$ cat src/rtl/freq_meter_pkg.sv
// rtl/freq_meter_pkg.sv - FSM state encoding and edge-counter sizing for freq_meter
package freq_meter_pkg;

  typedef enum logic {
    IDLE = 1'b0,
    GATE = 1'b1
  } state_t;

  // Holds the most edges a gate window can see: one rising edge per two cycles.
  function automatic int edge_cnt_width(input int gate_cyc);
    return $clog2(gate_cyc / 2 + 1);
  endfunction

endpackage

$ cat src/rtl/sig_sync_edge.sv
// rtl/sig_sync_edge.sv - sig_in synchronizer, optional majority filter, rising-edge detect
// Optional filter: FREQ_METER_GLITCH_FILTER_EN
module sig_sync_edge
  import freq_meter_pkg::*;
(
  input  logic clk_in,
  input  logic rst_n,
  input  logic sig_in,
  output logic edge_now
);

  logic sync_q1;
  logic sync_q2;
  logic level;
  logic level_d;

  always_ff @(posedge clk_in or negedge rst_n) begin
    if (!rst_n) begin
      sync_q1 <= 1'b0;
      sync_q2 <= 1'b0;
    end else begin
      sync_q1 <= sig_in;
      sync_q2 <= sync_q1;
    end
  end

`ifdef FREQ_METER_GLITCH_FILTER_EN
  logic [1:0] hist;
  logic       filt;

  // Majority of the current and two previous samples; adds two cycles of latency.
  always_ff @(posedge clk_in or negedge rst_n) begin
    if (!rst_n) begin
      hist <= 2'b00;
      filt <= 1'b0;
    end else begin
      hist <= {hist[0], sync_q2};
      filt <= (sync_q2 & hist[0]) | (sync_q2 & hist[1]) | (hist[0] & hist[1]);
    end
  end

  assign level = filt;
`else
  assign level = sync_q2;
`endif

  always_ff @(posedge clk_in or negedge rst_n) begin
    if (!rst_n) begin
      level_d <= 1'b0;
    end else begin
      level_d <= level;
    end
  end

  assign edge_now = level & ~level_d;

endmodule

$ cat src/rtl/freq_meter.sv
// rtl/freq_meter.sv - gated edge-count frequency meter with valid/ready result and sticky overrun
// Optional glitch filter in sig_sync_edge: FREQ_METER_GLITCH_FILTER_EN
module freq_meter
  import freq_meter_pkg::*;
#(
  parameter int CLK_IN_FREQ = 50_000_000,
  parameter int GATE_DIV    = 10,
  parameter int RES_W       = 32
) (
  input  logic             clk_in,
  input  logic             rst_n,
  input  logic             en,
  input  logic             sig_in,
  output logic [RES_W-1:0] freq_hz,
  output logic             meas_valid,
  input  logic             meas_ready,
  output logic             overrun
);

  localparam int GATE_CYC = CLK_IN_FREQ / GATE_DIV;
  localparam int GATE_W   = $clog2(GATE_CYC);
  localparam int EDGE_W   = edge_cnt_width(GATE_CYC);
  localparam logic [GATE_W-1:0] GATE_LAST = GATE_W'(GATE_CYC - 1);
  localparam logic [EDGE_W-1:0] EDGE_MAX  = {EDGE_W{1'b1}};

  if (GATE_CYC < 4) begin : g_gate_too_short
    $fatal(1, "freq_meter: CLK_IN_FREQ/GATE_DIV must be at least 4");
  end

  state_t            state;
  logic [GATE_W-1:0] gate_cnt;
  logic [EDGE_W-1:0] edge_cnt;
  logic              edge_now;
  logic              terminal;
  logic [RES_W-1:0]  result;

  sig_sync_edge u_sync (
    .clk_in   (clk_in),
    .rst_n    (rst_n),
    .sig_in   (sig_in),
    .edge_now (edge_now)
  );

  assign terminal = (state == GATE) && (gate_cnt == GATE_LAST);

  // The edge arriving on the terminal cycle still belongs to this window.
  assign result = (RES_W'(edge_cnt) + RES_W'(edge_now)) * RES_W'(GATE_DIV);

  always_ff @(posedge clk_in or negedge rst_n) begin
    if (!rst_n) begin
      state    <= IDLE;
      gate_cnt <= '0;
      edge_cnt <= '0;
    end else begin
      case (state)
        IDLE: begin
          if (en) state <= GATE;
        end
        GATE: begin
          if (gate_cnt == GATE_LAST) begin
            gate_cnt <= '0;
            edge_cnt <= '0;
            if (!en) state <= IDLE;
          end else begin
            gate_cnt <= gate_cnt + GATE_W'(1);
            if (edge_now && (edge_cnt != EDGE_MAX)) edge_cnt <= edge_cnt + EDGE_W'(1);
          end
        end
        default: state <= IDLE;
      endcase
    end
  end

  // A fresh result beats a same-cycle handshake; only an unconsumed overwrite is an overrun.
  always_ff @(posedge clk_in or negedge rst_n) begin
    if (!rst_n) begin
      freq_hz    <= '0;
      meas_valid <= 1'b0;
      overrun    <= 1'b0;
    end else if (terminal) begin
      freq_hz    <= result;
      meas_valid <= 1'b1;
      if (meas_valid && !meas_ready) overrun <= 1'b1;
    end else if (meas_valid && meas_ready) begin
      meas_valid <= 1'b0;
    end
  end

endmodule

$ cat config.mk
export PLATFORM = sky130hd
export DESIGN_NAME = freq_meter
export DESIGN_NICKNAME = d
export VERILOG_FILES = /design/src/rtl/freq_meter_pkg.sv /design/src/rtl/sig_sync_edge.sv /design/src/rtl/freq_meter.sv
export SDC_FILE = /design/constraint.sdc
export NUM_CORES = 1
export LEC_CHECK = 0
export BUFFER_PORTS_ARGS = -buffer_cell sky130_fd_sc_hd__buf_4
export CAP_MARGIN = 10
export CORE_UTILIZATION = 25
export CTS_CLUSTER_SIZE = 25
export DETAILED_ROUTE_END_ITERATION = 12
export HOLD_SLACK_MARGIN = 0.03
export PLACE_DENSITY = 0.4
export SYNTH_ARGS = -nofsm -noshare
export SYNTH_HDL_FRONTEND = slang
export SYNTH_SLANG_ARGS = --single-unit
$ cat constraint.sdc
create_clock -name clk_in -period 4.8 [get_ports clk_in]
set_input_delay 0.96 -clock clk_in [delete_from_list [all_inputs] [get_ports clk_in]]
set_output_delay 0.96 -clock clk_in [all_outputs]
set_load 0.02 [all_outputs]
==> results.ini <==
[run_status]
status = completed

[cts]
clock_latency_ps = 350
post_cts_buffers = 0
numCtsBuffers = 9
cts_sinks = 77
clk_pin_slew_worst_paths_ps = 70
postCtsHoldBufs = 0
post_cts_resized = 0
clockBufferDepth = 2
cts_root_buf = clkbuf_16
cts_tree = done
htree_levels = 3

[min_path]
hp-class = flip-flop to flip-flop

[die]
start_util = 0.2579
die_h_um = 144.6
num_io_pins = 39
dieArea_sq_mm = 0.02092
core.rowCount = 51
core_sq_mm = 0.01972
die_x_um = 144.6

[sta]
slew_headroom = 0.3076
period_share = 0.9131
fmax_mhz = 228.2
drv_slew = 0
finalSetupViolations = 0
hold_viol = 0
grt_setup_unrepaired = no
timing.hold.ws_ps = 365.8
tns_ps = 0
period_minus_slack_ps = 4383
fin_skew_ps = 12.66
finalWorstSetupSlack_ps = 417.0
tightest_slew_ps = 1039

[pwr]
pwr_density_cell_mw_per_mm2 = 279.3
p_switching_w = 0.0004980
irDropWorstVdd_mv = 0.1470
p_int_w = 0.001138
sw_frac_of_total = 0.3044
finalPower_w = 0.001636
power_frac_seq = 0.444
power_leakage_nw = 2.758
combPwrFrac = 0.153
clock_power_share = 0.403

[run]
max_cap_viol_count = 0

[setup_path]
start_kind = flip-flop
path_buf_inv = 0
path_class = flip-flop to flip-flop
crit_path_max_fanout = 6
crit_family = compound AO/OA/AOI/OAI gates
cpPeakStageDelay_ps = 570
crit_slowest_cell = o311ai_2
timing.critical_path.mode_cell = ha_1
path_cells = nor2b_1, ha_1, ha_1, nand3_1, nor2_1, nand2_1, xnor2_1, ha_1, ha_1, a21oi_1, a21oi_1, o311ai_2, a31oi_1, o21a_1, o31ai_1
crit_required_ps = 5060
endpoint_kind = flip-flop
worstPathArrival_ps = 4640

[place]
io_buffers = 32
gp_congestion = 0.7970
hpwl_um = 8514
post-place-ws_ps = 460.7
place_area_sq_mm = 0.005574

[synthesis]
yosys_warnings = 0
postSynth.asyncResetShare = 1.000
netlist_area_sq_mm = 0.005086
synth_cell_types = 53
ys_seq_area_frac = 0.3788
syn_inst = 566
ys_ff_latch = 77
synth_edf_count = 0
syn_avg_cell_area_sq_um = 8.986
synth_flop_cell = dfrtp_1

[routing]
drt-initial-drc-count = 190
wl_per_cell_um = 13.56
drc = 0
wirelength_um = 11690
vias = 3976
drtAntennaViolNets = 0
drtPass1Iterations = 5
vias_per_cell = 4.613

[finish]
finalNetCount = 642
syn_to_final_growth_pct = 15.15
drive_gt1_frac = 0.1106
final_area_sq_mm = 0.005857
diodes = 0
fillCellCount = 2063

[grt]
antenna_found_initial = 0
grt_pass1_wl_um = 19430
grt_use_total = 0.1206
grt_max_degree = 78
grt_pass1_vias = 3839
grt-ovfl-total = 0

sequential cells by signal (all words and copies together), names as in the netlist:
| signal | cells |
|---|---|
| edge_cnt | 22 |
| freq_hz | 26 |
| gate_cnt | 23 |
| meas_valid | 1 |
| overrun | 1 |
| state | 1 |
| u_sync.level | 1 |
| u_sync.level_d | 1 |
| u_sync.sync_q1 | 1 |
power by group through the flow:
stage                     sequential (W)  clock [W]  combinational, W
after floorplan                 0.000704          0          0.000224
after global placement          0.000736          0          0.000257
after detailed placement        0.000739          0          0.000257
after CTS                       0.000726   0.000691          0.000260
after global routing            0.000731   0.000720          0.000298
final                           0.000726   0.000660          0.000250
cells in the mapped netlist (4+ instances only):
cell type,number,area share
nand2_1,84,0.062
dfrtp_1,77,0.38
nor2_1,50,0.037
o21ai_0,49,0.048
ha_1,44,0.11
xor2_1,38,0.065
a21oi_1,32,0.031
xnor2_1,30,0.052
nand3_1,27,0.027
clkbuf_1,12,0.0089
inv_1,12,0.0089
or3_1,10,0.012
a21o_1,9,0.013
and3_1,9,0.011
nand4_1,9,0.011
buf_4,6,0.0089
nor3_1,6,0.0059
and4_1,5,0.0086
buf_2,5,0.0049
nand2b_1,4,0.0049
o21a_1,4,0.0059
o31ai_1,4,0.0059
per-layer routing:
layer,part of all wire,vias to the layer above,GRT usage
li1,-,2017,-
met1,0.48,1868,0.1540
met2,0.47,78,0.1966
met3,0.033,13,0.02649
met4,0.017,0,0.04820
met5,0,-,0
logic make-up after synthesis:
family | after synthesis | share of synthesized area
mux | 1 | 0.001968
fa+ha+maj | 45 | 0.1122
flops | 77 | 0.3788
compound gates | 114 | 0.1358
other cells | 1 | 0.0007373
simple gates | 224 | 0.2197
buf+inv | 36 | 0.03370
xor+xnor | 68 | 0.1171
stage by stage:
stage | cells | util
global placement | 846 | 0.2827
detailed placement | 846 | 0.2827
finish | 862 | 0.2970
global route | 862 | 0.2970
floorplan | 571 | -
CTS | 862 | 0.2970
worst paths after layout:
path,end,slack (ps),depth (start not counted),start
setup / recovery,freq_hz[22],420,15,u_sync.level
hold / removal,u_sync.level,370,0,u_sync.sync_q1
setup reg to reg,freq_hz[22],420,15,u_sync.level
hold reg to reg,u_sync.level,370,0,u_sync.sync_q1
max in group asynchronous,edge_cnt[14],3330,1,rst_n
min in group asynchronous,gate_cnt[6],760,1,rst_n
cell type report:
type | count | area [sq um] | area share
timing repair buffer | 34 | 255.2 | 0.04358
multi-input combinational | 458 | 3015 | 0.5148
clock inverter | 6 | 53.80 | 0.009186
inverter | 12 | 45.04 | 0.007691
tap | 265 | 331.6 | 0.05661
clock buffer | 10 | 229.0 | 0.03909
sequential | 77 | 1927 | 0.3290
cells in the final DEF (no fill, tap or decap), types with 3 or more instances in the layout:
| master | count |
|---|---|
| nand2_1 | 84 |
| dfrtp_1 | 77 |
| nor2_1 | 50 |
| o21ai_0 | 49 |
| ha_1 | 44 |
| xor2_1 | 38 |
| buf_4 | 34 |
| a21oi_1 | 32 |
| xnor2_1 | 30 |
| nand3_1 | 27 |
| inv_1 | 12 |
| or3_1 | 10 |
| nand4_1 | 9 |
| and3_1 | 9 |
| a21o_1 | 9 |
| clkbuf_16 | 9 |
| nor3_1 | 6 |
| conb_1 | 6 |
| and4_1 | 5 |
| nand2b_1 | 4 |
| o31ai_1 | 4 |
| o21a_1 | 4 |
| nor2b_1 | 3 |
No activity file was read; power rests on OpenSTA's default activity.
